$ cat src/rtl/ddr3_ui_pkg.sv
`default_nettype none
// ==================================================================
// ddr3_ui_pkg : shared types and constants for the ddr3_ui arbiter
// Rev 1.0
// ==================================================================
package ddr3_ui_pkg;

  typedef enum logic [1:0] {
    ST_IDLE  = 2'd0,
    ST_ISSUE = 2'd1,
    ST_RUN   = 2'd2,
    ST_RESP  = 2'd3
  } arb_state_t;

  localparam logic DIR_WR         = 1'b1;
  localparam logic DIR_RD         = 1'b0;
  localparam int   GO_TIMEOUT_DEF = 16;

  // Index width that stays at least one bit wide.
  function automatic int idx_w(input int n);
    return (n < 2) ? 1 : $clog2(n);
  endfunction

endpackage
`default_nettype wire

$ cat src/rtl/ddr3_ui_arbiter_rr_pick.sv
`default_nettype none
// ==================================================================
// rr_pick : combinational round-robin selector, searches from last+1
// Rev 1.0
// ==================================================================
module rr_pick #(
  parameter int NUM_REQ = 2,
  parameter int IDX_W   = 1
) (
  input  logic [NUM_REQ-1:0] i_req,
  input  logic [IDX_W-1:0]   i_last,
  output logic               o_valid,
  output logic [NUM_REQ-1:0] o_grant,
  output logic [IDX_W-1:0]   o_idx
);

  always_comb begin
    o_valid = 1'b0;
    o_grant = '0;
    o_idx   = '0;
    for (int off = 1; off <= NUM_REQ; off++) begin
      for (int c = 0; c < NUM_REQ; c++) begin
        if (!o_valid && i_req[c] && (((int'(i_last) + off) % NUM_REQ) == c)) begin
          o_valid    = 1'b1;
          o_grant[c] = 1'b1;
          o_idx      = IDX_W'(c);
        end
      end
    end
  end

endmodule
`default_nettype wire

$ cat src/rtl/ddr3_ui_arbiter.sv
`default_nettype none
// ==================================================================
// ddr3_ui_arbiter : round-robin job scheduler sharing one ddr3_ui engine
// Rev 1.0
// ==================================================================
module ddr3_ui_arbiter
  import ddr3_ui_pkg::*;
#(
  parameter int NUM_REQ        = 2,
  parameter int BUF_DEPTH      = 10,
  parameter int MEM_ADDR_DEPTH = 28,
  parameter int GO_TIMEOUT     = GO_TIMEOUT_DEF
) (
  input  logic                          ui_clk,
  input  logic                          rst_n,
  input  logic                          i_app_phy_init_done,
  input  logic [NUM_REQ-1:0]            i_req,
  input  logic [NUM_REQ-1:0]            i_req_wr,
  input  logic [NUM_REQ*BUF_DEPTH-1:0]  i_req_count,
  input  logic [NUM_REQ*BUF_DEPTH-1:0]  i_req_buf_addr,
  input  logic [NUM_REQ*MEM_ADDR_DEPTH-1:0] i_req_ddr3_addr,
  output logic [NUM_REQ-1:0]            o_grant,
  output logic [NUM_REQ-1:0]            o_done,
  output logic [NUM_REQ-1:0]            o_fault,
  output logic                          o_ibuf_go,
  output logic                          o_obuf_go,
  output logic [BUF_DEPTH-1:0]          o_ibuf_count,
  output logic [BUF_DEPTH-1:0]          o_obuf_count,
  output logic [BUF_DEPTH-1:0]          o_ibuf_start_addrb,
  output logic [BUF_DEPTH-1:0]          o_obuf_start_addra,
  output logic [MEM_ADDR_DEPTH-1:0]     o_ibuf_ddr3_addrb,
  output logic [MEM_ADDR_DEPTH-1:0]     o_obuf_ddr3_addra,
  input  logic                          i_ibuf_bsy,
  input  logic                          i_obuf_bsy,
  input  logic                          i_ibuf_ddr3_fault,
  input  logic                          i_obuf_ddr3_fault,
  output logic                          o_busy
);

  localparam int IDX_W = idx_w(NUM_REQ);
  localparam int TMO_W = $clog2(GO_TIMEOUT + 1);

  arb_state_t                r_state,   w_state_nxt;
  logic [IDX_W-1:0]          r_last,    w_last_nxt;
  logic [NUM_REQ-1:0]        r_grant,   w_grant_nxt;
  logic [NUM_REQ-1:0]        r_done,    w_done_nxt;
  logic [NUM_REQ-1:0]        r_fault,   w_fault_nxt;
  logic                      r_ibuf_go, w_ibuf_go_nxt;
  logic                      r_obuf_go, w_obuf_go_nxt;
  logic                      r_dir,     w_dir_nxt;
  logic [TMO_W-1:0]          r_tmo,     w_tmo_nxt;
  logic [BUF_DEPTH-1:0]      r_ibuf_cnt,  w_ibuf_cnt_nxt;
  logic [BUF_DEPTH-1:0]      r_obuf_cnt,  w_obuf_cnt_nxt;
  logic [BUF_DEPTH-1:0]      r_ibuf_badr, w_ibuf_badr_nxt;
  logic [BUF_DEPTH-1:0]      r_obuf_badr, w_obuf_badr_nxt;
  logic [MEM_ADDR_DEPTH-1:0] r_ibuf_dadr, w_ibuf_dadr_nxt;
  logic [MEM_ADDR_DEPTH-1:0] r_obuf_dadr, w_obuf_dadr_nxt;

  logic                      w_pick_valid;
  logic [NUM_REQ-1:0]        w_pick_grant;
  logic [IDX_W-1:0]          w_pick_idx;
  logic                      w_sel_wr;
  logic [BUF_DEPTH-1:0]      w_sel_cnt;
  logic [BUF_DEPTH-1:0]      w_sel_badr;
  logic [MEM_ADDR_DEPTH-1:0] w_sel_dadr;
  logic                      w_sel_bsy;
  logic                      w_sel_fault;

  rr_pick #(
    .NUM_REQ (NUM_REQ),
    .IDX_W   (IDX_W)
  ) u_rr_pick (
    .i_req   (i_req),
    .i_last  (r_last),
    .o_valid (w_pick_valid),
    .o_grant (w_pick_grant),
    .o_idx   (w_pick_idx)
  );

  // Job fields of the requester the picker is pointing at.
  always_comb begin
    w_sel_wr   = 1'b0;
    w_sel_cnt  = '0;
    w_sel_badr = '0;
    w_sel_dadr = '0;
    for (int k = 0; k < NUM_REQ; k++) begin
      if (w_pick_grant[k]) begin
        w_sel_wr   = i_req_wr[k];
        w_sel_cnt  = i_req_count[k*BUF_DEPTH +: BUF_DEPTH];
        w_sel_badr = i_req_buf_addr[k*BUF_DEPTH +: BUF_DEPTH];
        w_sel_dadr = i_req_ddr3_addr[k*MEM_ADDR_DEPTH +: MEM_ADDR_DEPTH];
      end
    end
  end

  assign w_sel_bsy   = (r_dir == DIR_WR) ? i_ibuf_bsy        : i_obuf_bsy;
  assign w_sel_fault = (r_dir == DIR_WR) ? i_ibuf_ddr3_fault : i_obuf_ddr3_fault;

  always_comb begin
    w_state_nxt     = r_state;
    w_last_nxt      = r_last;
    w_grant_nxt     = r_grant;
    w_done_nxt      = '0;
    w_fault_nxt     = '0;
    w_ibuf_go_nxt   = r_ibuf_go;
    w_obuf_go_nxt   = r_obuf_go;
    w_dir_nxt       = r_dir;
    w_tmo_nxt       = r_tmo;
    w_ibuf_cnt_nxt  = r_ibuf_cnt;
    w_obuf_cnt_nxt  = r_obuf_cnt;
    w_ibuf_badr_nxt = r_ibuf_badr;
    w_obuf_badr_nxt = r_obuf_badr;
    w_ibuf_dadr_nxt = r_ibuf_dadr;
    w_obuf_dadr_nxt = r_obuf_dadr;
    case (r_state)
      ST_IDLE: begin
        if (i_app_phy_init_done && w_pick_valid) begin
          w_last_nxt  = w_pick_idx;
          w_grant_nxt = w_pick_grant;
          w_dir_nxt   = w_sel_wr;
          w_tmo_nxt   = '0;
          if (w_sel_wr == DIR_WR) begin
            w_ibuf_cnt_nxt  = w_sel_cnt;
            w_ibuf_badr_nxt = w_sel_badr;
            w_ibuf_dadr_nxt = w_sel_dadr;
          end else begin
            w_obuf_cnt_nxt  = w_sel_cnt;
            w_obuf_badr_nxt = w_sel_badr;
            w_obuf_dadr_nxt = w_sel_dadr;
          end
          // Empty jobs complete without touching the engine.
          if (w_sel_cnt == '0) begin
            w_state_nxt = ST_RESP;
            w_done_nxt  = w_pick_grant;
          end else begin
            w_state_nxt   = ST_ISSUE;
            w_ibuf_go_nxt = (w_sel_wr == DIR_WR);
            w_obuf_go_nxt = (w_sel_wr == DIR_RD);
          end
        end
      end
      ST_ISSUE: begin
        if (w_sel_bsy) begin
          w_ibuf_go_nxt = 1'b0;
          w_obuf_go_nxt = 1'b0;
          w_state_nxt   = ST_RUN;
        end else if (r_tmo == TMO_W'(GO_TIMEOUT - 1)) begin
          w_ibuf_go_nxt = 1'b0;
          w_obuf_go_nxt = 1'b0;
          w_fault_nxt   = r_grant;
          w_state_nxt   = ST_RESP;
        end else begin
          w_tmo_nxt = r_tmo + 1'b1;
        end
      end
      ST_RUN: begin
        if (!w_sel_bsy) begin
          w_state_nxt = ST_RESP;
          if (w_sel_fault) w_fault_nxt = r_grant;
          else             w_done_nxt  = r_grant;
        end
      end
      ST_RESP: begin
        w_grant_nxt = '0;
        w_state_nxt = ST_IDLE;
      end
      default: w_state_nxt = ST_IDLE;
    endcase
  end

  always_ff @(posedge ui_clk or negedge rst_n) begin
    if (!rst_n) begin
      r_state     <= ST_IDLE;
      r_last      <= IDX_W'(NUM_REQ - 1);
      r_grant     <= '0;
      r_done      <= '0;
      r_fault     <= '0;
      r_ibuf_go   <= 1'b0;
      r_obuf_go   <= 1'b0;
      r_dir       <= DIR_RD;
      r_tmo       <= '0;
      r_ibuf_cnt  <= '0;
      r_obuf_cnt  <= '0;
      r_ibuf_badr <= '0;
      r_obuf_badr <= '0;
      r_ibuf_dadr <= '0;
      r_obuf_dadr <= '0;
    end else begin
      r_state     <= w_state_nxt;
      r_last      <= w_last_nxt;
      r_grant     <= w_grant_nxt;
      r_done      <= w_done_nxt;
      r_fault     <= w_fault_nxt;
      r_ibuf_go   <= w_ibuf_go_nxt;
      r_obuf_go   <= w_obuf_go_nxt;
      r_dir       <= w_dir_nxt;
      r_tmo       <= w_tmo_nxt;
      r_ibuf_cnt  <= w_ibuf_cnt_nxt;
      r_obuf_cnt  <= w_obuf_cnt_nxt;
      r_ibuf_badr <= w_ibuf_badr_nxt;
      r_obuf_badr <= w_obuf_badr_nxt;
      r_ibuf_dadr <= w_ibuf_dadr_nxt;
      r_obuf_dadr <= w_obuf_dadr_nxt;
    end
  end

  assign o_grant            = r_grant;
  assign o_done             = r_done;
  assign o_fault            = r_fault;
  assign o_ibuf_go          = r_ibuf_go;
  assign o_obuf_go          = r_obuf_go;
  assign o_ibuf_count       = r_ibuf_cnt;
  assign o_obuf_count       = r_obuf_cnt;
  assign o_ibuf_start_addrb = r_ibuf_badr;
  assign o_obuf_start_addra = r_obuf_badr;
  assign o_ibuf_ddr3_addrb  = r_ibuf_dadr;
  assign o_obuf_ddr3_addra  = r_obuf_dadr;
  assign o_busy             = (r_state != ST_IDLE);

endmodule
`default_nettype wire

$ cat config.mk
export PLATFORM = sky130hd
export DESIGN_NAME = ddr3_ui_arbiter
export DESIGN_NICKNAME = d
export VERILOG_FILES = /design/src/rtl/ddr3_ui_pkg.sv /design/src/rtl/ddr3_ui_arbiter_rr_pick.sv /design/src/rtl/ddr3_ui_arbiter.sv
export SDC_FILE = /design/constraint.sdc
export NUM_CORES = 1
export LEC_CHECK = 0
export CAP_MARGIN = 20
export CORE_MARGIN = 4
export CORE_UTILIZATION = 47
export CTS_BUF_LIST = sky130_fd_sc_hd__clkbuf_8
export CTS_CLUSTER_DIAMETER = 60
export DETAILED_ROUTE_END_ITERATION = 12
export HOLD_SLACK_MARGIN = 0.06
export PLACE_DENSITY = 0.89
export SYNTH_ARGS = -nofsm -noshare
export SYNTH_HDL_FRONTEND = slang
export SYNTH_SLANG_ARGS = --single-unit
$ cat constraint.sdc
create_clock -name ui_clk -period 3.3 [get_ports ui_clk]
set_input_delay 0.495 -clock ui_clk [delete_from_list [all_inputs] [get_ports ui_clk]]
set_output_delay 0.495 -clock ui_clk [all_outputs]
set_load 0.02 [all_outputs]
==> results of run 1 <==
==> power breakdown <==
| part | switching, mW | leakage [nW] | internal [mW] | total [mW] |
|---|---|---|---|---|
| registers | 0.388 | 1.40 | 2.04 | 2.43 |
| logic | 1.84 | 1.54 | 1.59 | 3.43 |
| clock network | 0.548 | 0.218 | 0.873 | 1.42 |
==> worst max-delay path, delay by kind of cell, from the launching register on <==
family / cells / cell delay, ns
flops: 1 / 0.41
fa+ha+maj: 1 / 0.39
buf+inv: 3 / 0.89
==> what timing repair did <==
| item | 4_1_cts | 5_1_grt |
|---|---|---|
| hold endpoints to repair | 2 | 0 |
| endpoints found under the setup margin | 0 | 0 |
| hold buffers | 1 | 0 |
==> metal layers <==
| metal | vias to the layer above | track usage, % | wire [µm] |
|---|---|---|---|
| met4 | 0 | 8.30 | 212 |
| li1 | 2077 | - | - |
| met3 | 22 | 7.10 | 1220 |
| met2 | 182 | 45.2 | 7560 |
| met5 | - | 0 | 0 |
| met1 | 2143 | 27.3 | 5150 |
==> registers in the layout, indices dropped and copies added (netlist names) <==
signal	flops
o_obuf_go	1
r_tmo	5
r_dir	1
o_obuf_start_addra	10
o_grant	2
o_ibuf_go	1
r_state	2
o_obuf_count	10
r_last	1
o_ibuf_ddr3_addrb	28
o_ibuf_count	10
o_obuf_ddr3_addra	28
o_ibuf_start_addrb	10
o_fault	2
o_done	2
==> cells in the mapped netlist <==
| master | n |
|---|---|
| sky130_fd_sc_hd__nor2_1 | 57 |
| sky130_fd_sc_hd__a32oi_1 | 1 |
| sky130_fd_sc_hd__nand3_1 | 4 |
| sky130_fd_sc_hd__inv_1 | 5 |
| sky130_fd_sc_hd__clkbuf_1 | 14 |
| sky130_fd_sc_hd__dfstp_2 | 1 |
| sky130_fd_sc_hd__nor4_1 | 5 |
| sky130_fd_sc_hd__mux2_2 | 1 |
| sky130_fd_sc_hd__a221oi_1 | 1 |
| sky130_fd_sc_hd__buf_6 | 3 |
| sky130_fd_sc_hd__a221o_1 | 1 |
| sky130_fd_sc_hd__xor2_1 | 2 |
| sky130_fd_sc_hd__mux2i_1 | 3 |
| sky130_fd_sc_hd__and3_1 | 4 |
| sky130_fd_sc_hd__a22oi_1 | 51 |
| sky130_fd_sc_hd__nand2b_1 | 2 |
| sky130_fd_sc_hd__and2_1 | 3 |
| sky130_fd_sc_hd__a21oi_1 | 50 |
| sky130_fd_sc_hd__o211ai_1 | 1 |
| sky130_fd_sc_hd__buf_2 | 10 |
| sky130_fd_sc_hd__o21ai_1 | 2 |
| sky130_fd_sc_hd__a22oi_2 | 1 |
| sky130_fd_sc_hd__dfrtp_1 | 112 |
| sky130_fd_sc_hd__o21a_1 | 1 |
| sky130_fd_sc_hd__a32o_1 | 3 |
| sky130_fd_sc_hd__nor3b_2 | 1 |
| sky130_fd_sc_hd__a21boi_2 | 1 |
| sky130_fd_sc_hd__a21o_1 | 1 |
| sky130_fd_sc_hd__o22a_1 | 1 |
| sky130_fd_sc_hd__ha_1 | 6 |
| sky130_fd_sc_hd__buf_4 | 5 |
| sky130_fd_sc_hd__nor2_2 | 1 |
| sky130_fd_sc_hd__nor3_1 | 1 |
| sky130_fd_sc_hd__a22o_1 | 1 |
| sky130_fd_sc_hd__o21ai_0 | 53 |
| sky130_fd_sc_hd__nand2_1 | 61 |
==> kinds of logic after synthesis <==
logic type      Yosys count
compound gates          169
simple gates            139
flops                   113
buf+inv                  37
fa+ha+maj                 6
mux                       4
xor+xnor                  2
==> path summary, 6_finish.rpt <==
| kind | cells after the start | start | to |
|---|---|---|---|
| max | 4 | r_state[0] | o_busy |
| min | 2 | rst_n | o_ibuf_count[1] |
| max reg2reg | 7 | r_state[0] | o_ibuf_count[3] |
| min reg2reg | 2 | o_obuf_count[0] | o_obuf_count[0] |
| max in group asynchronous | 3 | rst_n | o_obuf_ddr3_addra[0] |
| min in group ui_clk | 2 | o_obuf_count[0] | o_obuf_count[0] |
==> area by class of cell <==
cell class / instances / share of cell area (%)
sequential: 113 / 38.2
clock buffer: 20 / 3.71
multi-input combinational: 320 / 23.7
clock inverter: 11 / 2.18
tap: 133 / 2.24
timing repair buffer: 219 / 29.8
inverter: 5 / 0.253
==> metrics by stage <==
stage          worst slack [ns]  cell area [µm²]  cells
2_1_floorplan              1.39             4760    470
3_3_place_gp              0.715             6970    789
3_5_place_dp              0.629             6970    789
4_1_cts                   0.722             7410    821
5_1_grt                   0.587             7410    821
6_report                  0.710             7410    821
==> metrics list, run 1 <==
- Outcome: finished clean
* Number of buffers inserted by port buffering: 211
- Multi-input logic area: 1750 µm²
* Cell chain of the critical path: inv_1 -> ha_1 -> inv_1 -> clkdlybuf4s50_1
* Most common cell after layout, fill and taps aside: sky130_fd_sc_hd__clkdlybuf4s50_1
- After synthesis, the largest family of logic cells by area is compound AO/OA/AOI/OAI gates.
- Initial antenna violation count: 0
* Final weighted congestion in routability-driven placement: 0.849
* Fill count: 704
- After detailed routing, the number of remaining DRC violations is 0.
* Peak per-stage delay on the critical path: 0.59 ns
- After layout, the minimum clock period comes to 2.59 ns.
* Vias per cell: 5.39
- Setup repair after global routing left no endpoint under its margin.
- STA classifies the critical path startpoint as a register.
* Layout cell share with drive strength beyond 1: 6.69%
* Remaining number of nets flagged by the antenna check after routing: 0
- Most prevalent standard cell on the critical path: sky130_fd_sc_hd__inv_1
- Relative area change from synthesis to final layout: 55.8%
- For the final routed database, the setup TNS stands at 0 ns.
- Cell type contributing the most total cell area after synthesis: sky130_fd_sc_hd__dfrtp_1
- Clock latency reported for the late side of the worst-skew pair: 0.41 ns
- The H-tree was split into 4 levels.
- Once the clock tree was built, the setup fixing pass inserted 0 buffers.
- For this design the static power due to leakage is 3.16 nW.
- The library cells used most frequently in the layout, excluding fill and tap cells, are sky130_fd_sc_hd__clkdlybuf4s50_1, sky130_fd_sc_hd__dfrtp_1, sky130_fd_sc_hd__nand2_1.
- Endpoint arrival time on the critical path: 2.09 ns
- The synthesized design contains 113 register bits.
- Global Route Usage Sum: 24.7%
* Number of instances in the synthesized netlist: 470
- The first global-routing pass estimated 22400 µm of wire.
* Clock tree from TritonCTS: yes
- Classification of the worst-slack hold path: primary input to async pin
- For flop-to-flop paths, the worst setup slack is 0.79 ns.
- Area of the mapped netlist: 4760 µm²
* Largest cells by area after synthesis: sky130_fd_sc_hd__dfrtp_1, sky130_fd_sc_hd__a22oi_1, sky130_fd_sc_hd__o21ai_0
* Data required time at the worst endpoint: 2.80 ns
- Iter 0 DRT Violations: 231
- The worst setup path is captured at an output port.
- Post-synthesis share of cell area spent on and, or, nand and nor gates: 12.1%
* Final slew viol count: 0
- Area of the core region: 9820 µm²
- Entering global routing, the biggest net connects 112 pins.
- The number of clock buffers added by TritonCTS is 17.
- Register area: 2830 µm²
* Average cell area after synthesis: 10.1 µm²
* Number of sinks driven by the clock tree: 113
- Pin placement for this block handled 212 I/O pins.
- Relative slew slack: 56.0%
- The number of failing hold endpoints at the final stage is 0.
* Final core area utilization: 75.5%
- Counting every net in the synthesized netlist gives 583.
- Largest driver fanout on the critical path: 9
- The routed design has 14100 µm of wire.
- The number of global-route vias before repair was 4567.
- The share of synthesized area in the top cell type comes to 58.9%.
- The routed layout has 4424 vias.
- Max capacitance violation total: 0
* Synth Area in Compound Gates: 21.6%
- Initial Utilization: 48.5%
* Post-synthesis sequential area ratio: 59.4%
- For the final database, setup skew stands at 0.00866 ns.
- Power per cell area: 982 nW/µm²
- Residual overflow from global routing: 0
* Full die area: 11800 µm²
- 0 antenna diodes ended up in the layout.
- After detailed routing, the average wire length per cell comes to 17.2 µm.
* Chip Width: 109 µm
* Count of cells resized by post-cts repair: 0
- Synthesized-area fraction occupied by adder cells: 1.58%
* Yosys synthesis warning count: 0
* Clock buffer depth: 2
* CP max-delay cell: sky130_fd_sc_hd__clkdlybuf4s50_1
- Row cnt: 36
- The pre-antenna-repair detailed-routing pass consisted of 5 iterations.
- Summing the areas of all xor and xnor instances in the mapped netlist gives 0.368% of the synthesized area.
- Clock-pin slew was measured on the worst setup and hold paths at 0.07 ns.
- Setup violations, final: 0
- Max rail drop VDD: 489 µV
- Final total power: 7.28 mW
* Chip Height: 109 µm
- Across all hold checks on the routed design, the worst slack comes to 0.439 ns.
* Fraction of the cycle the final worst path needs: 78.5%
- The net count of the finished layout is 789.
- The worst setup path is of the register to output port kind.
- The wire-length estimate of the detail-placed layout is 10500 µm.
- Timing-limited maximum frequency: 386 MHz
* Share of cell area taken by muxes after synthesis: 0.868%
- Pin slew with the least headroom to its limit: 0.658 ns
- CTS placed an instance of sky130_fd_sc_hd__clkbuf_8 at the clock tree root.
- Yosys cell types: 36
No activity file was read; power rests on OpenSTA's default activity.
==> inputs of run 2 (changes only) <==
- CORE_UTILIZATION: 47 -> 43
- PLACE_DENSITY: 0.89 -> 0.82
- clock period: 3.3 -> 2.6 ns (I/O delays scaled with it)
==> run 2 against run 1 <==
Against the previous run:
- sequential cell count unchanged
- critical path depth unchanged
- sequential power up 26%
- first-iteration DRC count down 11%
- hold slack better by 0.042 ns
- largest cell class unchanged
- count of clock-buffer cells in the layout unchanged
- clock skew up 0.0017 ns
- via count down 0.88%
- sequential share of layout area up 0.15 points
==> metrics list, run 2 (same netlist as run 1, synthesis figures left out) <==
* Clock latency reported for the late side of the worst-skew pair: 0.40 ns
* Outcome: finished clean
* Largest driver fanout on the critical path: 9
* Post-route setup slack: 0.184 ns
* Initial antenna violation count: 0
* CP max-delay cell: sky130_fd_sc_hd__clkdlybuf4s50_1
- The worst setup path is captured at an output port.
* Setup violations, final: 0
- The library cell used most frequently in the layout, excluding fill and tap cells, is sky130_fd_sc_hd__clkdlybuf4s50_1.
* Buffers inserted by post-CTS timing repair: 0
- In the layout the commonest cells are sky130_fd_sc_hd__clkdlybuf4s50_1, sky130_fd_sc_hd__dfrtp_1, sky130_fd_sc_hd__nand2_1.
* Full die area: 12800 µm²
* CP bufs+invs: 3
* Clock buffer depth: 2
* Data required time at the worst endpoint: 2.21 ns
* Classification of the worst-slack hold path: register to register
- Final weighted congestion in routability-driven placement: 0.866
* LEAKAGE: 3.15 nW
- Timing-limited maximum frequency: 414 MHz
* Number of buffers inserted by port buffering: 211
- Fraction of the cycle the final worst path needs: 92.9%
* Pin slew with the least headroom to its limit: 0.643 ns
- Counting tap cells, the placed design contains a total of 801 instances.
* Row cnt: 38
- 212 I/O pins were placed.
- Chip Width: 113 µm
* TNS Setup: 0 ns
- In the final layout, the multi-input gates occupy 1750 µm².
- Among cell families on the critical path, the largest total delay comes from buffers and inverters.
* Number of sinks driven by the clock tree: 113
* Final core area utilization: 68.1%
- Detailed placement finished with a half-perimeter wire length of 10500 µm.
* Peak per-stage delay on the critical path: 0.57 ns
* Antenna Cells: 0
- First-pass DRT Iterations: 5
- Power spread over the standard cell area amounts to 1210 nW/µm².
- From bottom edge to top edge, the die measures 113 µm.
- The post-route netlist has 7.37% of its cells at a drive strength greater than 1.
- Area of the core region: 10800 µm²
- Fill count: 858
- From synthesis to final layout, the design area changed by 55.2%.
* Net count reported at finish: 794
- Global Route Usage Sum: 21.9%
- Max capacitance violation total: 0
- H-tree depth: 4
- Wire length of the first global-routing pass: 22300 µm
* Clock period minus worst slack: 2.42 ns
- Relative slew slack: 56.9%
- Vias: 4385
- The cell that appears most often on the critical path is sky130_fd_sc_hd__inv_1.
- Dividing the detail-routed wire length by the instance count gives 16.8 µm.
- Summing all flip-flop and latch instances after layout gives 2830 µm².
* Iter 0 DRT Violations: 206
* Vias per cell: 5.27
- At the worst endpoint, the arrival time is 2.03 ns.
- The critical path goes through inv_1 -> ha_1 -> inv_1 -> clkdlybuf4s50_1.
* Pre-CTS setup slack: 0.402 ns
* Number of remaining DRC errors: 0
- STA classifies the critical path startpoint as a register.
- Entering global routing, the biggest net connects 79 pins.
- Via count of the first global-routing pass: 4556
- Remaining number of nets flagged by the antenna check after routing: 0
- The design draws 8.93 mW.
* Final setup skew: 0.0103 ns
- The number of failing hold endpoints at the final stage was 0.
* Clock slew seen by the registers of the worst setup and hold paths: 0.07 ns
- TritonCTS built the clock tree.
* Number of CTS-inserted buffers: 17
- Detailed-route wire length: 14000 µm
- CTS Root Buffer Type: sky130_fd_sc_hd__clkbuf_8
- For this configuration, the core starts out at a cell density of 43.9%.
- The worst-case IR drop observed on VDD is 597 µV.
- After global routing the overflow that remains totals 0.
* Final standard cell count with taps included and fillers excluded: 832
- Setup repair after global routing missed its margin: false
- Final slew viol count: 0
- By startpoint and endpoint, the worst setup path is classified as register to output port.
## run 2: changes by cell type in the layout (fill, tap and decap cells not counted)
cell / delta
sky130_fd_sc_hd__inv_1: -1
sky130_fd_sc_hd__inv_6: +1
sky130_fd_sc_hd__bufinv_16: -3
sky130_fd_sc_hd__buf_4: +5
sky130_fd_sc_hd__clkinv_2: +2
## run 2: layer usage
metal	vias to the layer above	part of all wire (%)	track usage, %
li1	2085	-	-
met1	2115	39	25.1
met2	163	52	39.0
met3	22	6.9	6.31
met4	0	2.5	7.61
met5	-	0	0
## run 2: report_power, final
| group | total, mW | internal, mW | switching [mW] |
|---|---|---|---|
| Combinational | 4.36 | 2.03 | 2.33 |
| Sequential | 3.07 | 2.59 | 0.479 |
| Clock | 1.50 | 0.815 | 0.681 |
| Total | 8.93 | 5.44 | 3.49 |
## run 2: layout make-up
class                           count  share of cell area, %
Sequential cell                   113                   38.3
Multi-Input combinational cell    320                   23.8
Timing Repair Buffer              224                   30.4
Inverter                            5                  0.254
Clock inverter                     10                   1.17
Tap cell                          140                   2.37
Clock buffer                       20                   3.73
## run 2: path summary, 6_finish.rpt
check,start,endpoint,slack [ns],depth (start not counted)
min reg2reg,o_obuf_count[5],o_obuf_count[5],0.48,2
min,o_obuf_count[5],o_obuf_count[5],0.48,2
max reg2reg,r_state[0],o_ibuf_ddr3_addrb[22],0.50,7
min in group asynchronous,rst_n,o_obuf_ddr3_addra[20],0.50,2
max,r_state[0],o_busy,0.18,4
max in group asynchronous,rst_n,o_ibuf_ddr3_addrb[3],1.34,3
## run 2: through the flow
stage	cell area, µm²	hold WS [ns]
floorplan	4760	0.0944
global placement	7010	0.375
detailed placement	7010	0.381
CTS	7390	0.486
global route	7390	0.506
finish	7390	0.481
## run 2: what timing repair did
action	in CTS	in global routing
endpoints found under the hold margin	36	0
hold buffers	1	0
gates resized for setup	0	0
## run 2: worst reg2reg max path: stages (launching register included)
cell	delay [ns]
sky130_fd_sc_hd__dfrtp_1	0.42
sky130_fd_sc_hd__inv_1	0.13
sky130_fd_sc_hd__ha_1	0.35
sky130_fd_sc_hd__o211ai_1	0.34
sky130_fd_sc_hd__nor2_4	0.23
sky130_fd_sc_hd__buf_12	0.31
sky130_fd_sc_hd__nor2_1	0.11
sky130_fd_sc_hd__a21oi_1	0.14
==> inputs of run 3 (changes only) <==
- ABC_AREA: default -> 1
- CORE_UTILIZATION: 43 -> 45
- PLACE_DENSITY: 0.82 -> 0.83
==> run 3 against run 2 <==
Against the previous run:
- core utilization grew 1.0 points
- hold slack lost 0.0088 ns
- clock power grew 21%
- critical path type unchanged
- clock skew grew 0.0035 ns
- global-route usage grew 1.6 points
- combinational power grew 4%
==> metrics list, run 3 <==
* Number of storage elements in the synthesis netlist: 113
* Net switching power: 3.78 mW
- Compared with the post-synthesis result, the final layout area differs by 49.2%.
- Pin slew with the least headroom to its limit: 0.562 ns
* Reg2Reg Depth: 12
- The initial utilization of the core area, before any placement, comes to 46.4%.
* Antenna Cells: 0
- Outcome: finished clean
- Setup repair after global routing left no endpoint under its margin.
* Cell chain of the critical path: inv_1 -> ha_1 -> inv_1 -> clkdlybuf4s50_1
* Area of the mapped netlist: 5320 µm²
- In the layout the commonest cells are sky130_fd_sc_hd__clkdlybuf4s50_1, sky130_fd_sc_hd__nand2_1, sky130_fd_sc_hd__dfrtp_1.
- Of all nets on the critical path, the largest fanout is 5.
* Maximum number of pins on one net before global-route repair: 60
- Clock tree from TritonCTS: yes
* Gate power share: 48.2%
* Final total power: 9.44 mW
- After detailed routing, the average wire length per cell comes to 16.0 µm.
* Switching part of the total power: 40.1%
- Data on the critical path is required at its endpoint by 2.21 ns.
- Setup violations remaining at the end of the flow were counted as 0.
* Remaining number of nets flagged by the antenna check after routing: 0
* Number of sinks driven by the clock tree: 113
- On the final layout, the worst clock skew is 0.0138 ns.
- Pin placement for this block handled 212 I/O pins.
* Initial antenna violation count: 0
- The tightest min-delay check is of the register to register type.
- STA classifies the critical path endpoint as an output port.
- Detailed-route wire length: 16000 µm
- The max-slew violation count came to 0.
* Number of hold violations in the final report: 0
- Headroom to the max-slew limit came out at 62.5%.
- Buffers added to address setup during post-CTS repair amount to 0.
* Synthesized net count: 751
- TNS Setup: 0 ns
- At the end of routability-driven placement, the weighted congestion stood at 0.889.
- Most prevalent standard cell on the critical path: sky130_fd_sc_hd__inv_1
- The first detailed-routing pass took 5 iterations.
- Part of the power in registers: 32.6%
- Post-synth top cells: sky130_fd_sc_hd__nand2_1, sky130_fd_sc_hd__dfrtp_1, sky130_fd_sc_hd__nand3_1
- The first global-routing pass estimated 25100 µm of wire.
- Via count of the first global-routing pass: 5229
- Counting flops with a built-in enable in the synthesized netlist gives 0.
* Chip Height: 117 µm
- In this design, the stage delay of the slowest critical-path cell is 0.62 ns.
- Endpoint arrival time on the critical path: 1.93 ns
* Path type of the worst setup path: register to output port
* Residual overflow from global routing: 0
* Clock slew seen by the registers of the worst setup and hold paths: 0.08 ns
- In the final layout, the share of cells above drive strength 1 is 7.39%.
* Max capacitance violation total: 0
* Cell-internal power: 5.66 mW
- The initialized floorplan defines 39 standard-cell rows.
- Dividing the final minimum period by the clock period gives 89.3%.
* Number of cells on the worst hold path: 2
- Power per cell area: 1190 nW/µm²
* Clock latency reported for the late side of the worst-skew pair: 0.42 ns
* Most common cell in the netlist: sky130_fd_sc_hd__nand2_1
* Vias per cell: 5.22
- In the final design database the tool counted 953 nets.
* Number of instances in the synthesized netlist: 638
- Global Route Usage Sum: 23.4%
- For this run, asynchronously set or reset flops after synthesis account for 100%.
- LEAKAGE: 3.73 nW
- Share of Yosys cell area claimed by the top area cell type: 52.7%
* CTS Root Buffer Type: sky130_fd_sc_hd__clkbuf_8
* Chip Width: 117 µm
* HPWL after DPL: 11900 µm
- H-tree depth: 4
- Iter 0 DRT Violations: 366
- Clock buffer depth: 2
* Area of the core region: 11500 µm²
* Post-synthesis sequential area ratio: 53.2%
- Number of remaining DRC errors: 0
- The most used flip-flop cell after synthesis is sky130_fd_sc_hd__dfrtp_1.
- Clock period minus worst slack: 2.32 ns
* Timing-limited maximum frequency: 431 MHz
- Full die area: 13600 µm²
- Vias: 5203
- CP max-delay cell: sky130_fd_sc_hd__clkdlybuf4s50_1
* Setup crit start kind: register
* Most common cell after layout, fill and taps aside: sky130_fd_sc_hd__clkdlybuf4s50_1
- Clock share of power: 19.2%
- Yosys synthesis warning count: 0
- Largest cells by area after synthesis: sky130_fd_sc_hd__dfrtp_1, sky130_fd_sc_hd__nand2_1, sky130_fd_sc_hd__nand3_1
- A synthesized cell averages 8.33 µm².
- Max rail drop VDD: 715 µV
* Cell type contributing the most total cell area after synthesis: sky130_fd_sc_hd__dfrtp_1
- Yosys cell types: 31
* Number of buffers inserted by port buffering: 211
- Number of CTS-inserted buffers: 17
[run 3: cell count changes in the layout (fill, tap and decap cells not counted), moves of 21 or more]
cell / before / now
sky130_fd_sc_hd__nor2_1: 57 / 12
sky130_fd_sc_hd__nand2_1: 60 / 158
sky130_fd_sc_hd__inv_1: 5 / 68
sky130_fd_sc_hd__a22oi_1: 51 / 0
sky130_fd_sc_hd__o21ai_0: 53 / 74
sky130_fd_sc_hd__o21ai_1: 2 / 29
sky130_fd_sc_hd__nand3_1: 4 / 100
sky130_fd_sc_hd__a21oi_1: 50 / 2
[run 3: power groups by stage]
stage / Sequential [mW] / Combinational [mW] / Clock, mW
2_1_floorplan: 3.96 / 1.41 / 0
3_3_place_gp: 3.06 / 4.42 / 0
3_5_place_dp: 3.09 / 4.56 / 0
4_1_cts: 3.07 / 4.58 / 1.85
5_1_grt: 3.16 / 4.91 / 1.93
6_report: 3.08 / 4.55 / 1.82
[run 3: final cells by class]
class | instances | area [µm²]
tap | 143 | 179
clock inverter | 14 | 188
timing repair buffer | 223 | 2220
fill | 918 | 3530
multi-input combinational | 416 | 2010
sequential | 113 | 2830
clock buffer | 18 | 248
inverter | 69 | 259
[run 3: cells by family (layout without fill, tap and decap cells)]
group | count (synthesis) | count (layout) | share of synthesized area, %
buf+inv | 109 | 324 | 8.90
compound gates | 117 | 117 | 11.7
mux | 5 | 5 | 1.04
flops | 113 | 113 | 53.2
fa+ha+maj | 6 | 6 | 1.41
simple gates | 288 | 288 | 23.7
[run 3: critical path: cells and delay by family (launching register included)]
kind	cells	cell delay (ns)
DFF	1	0.40
buffers and inverters	3	0.85
adders and majority gates	1	0.26
[run 3: worst paths after layout]
kind	startpoint	endpoint	slack, ns
max in group asynchronous	rst_n	o_ibuf_count[8]	1.41
worst max register to register	r_last	o_ibuf_go	0.45
worst min-delay path	o_ibuf_go	o_ibuf_go	0.47
worst max-delay path	r_state[0]	o_busy	0.28
worst min register to register	o_ibuf_go	o_ibuf_go	0.47
min in group asynchronous	rst_n	r_state[1]	0.50
[run 3: metal layers]
layer | wire, µm | GRT usage (%) | vias up | part of all wire (%)
li1 | - | - | 2490 | -
met1 | 6320 | 28.4 | 2437 | 40
met2 | 7960 | 39.9 | 226 | 50
met3 | 1210 | 4.92 | 50 | 7.6
met4 | 480 | 11.2 | 0 | 3.0
met5 | 0 | 0 | - | 0
[run 3: metrics by stage]
| step | area (µm²) | cells | hold slack [ns] | worst slack [ns] | utilization (%) |
|---|---|---|---|---|---|
| floorplan | 5320 | 638 | 0.0944 | 0.967 | - |
| global placement | 7490 | 963 | 0.411 | 0.421 | 65.3 |
| detailed placement | 7490 | 963 | 0.419 | 0.371 | 65.3 |
| CTS | 7930 | 996 | 0.482 | 0.254 | 69.2 |
| global route | 7930 | 996 | 0.495 | 0.156 | 69.2 |
| finish | 7930 | 996 | 0.472 | 0.277 | 69.2 |
[run 3: timing repair]
item	in CTS	in global routing
endpoints found under the setup margin	0	0
endpoints found under the hold margin	40	0
hold buffers	1	0
resized for setup	0	0
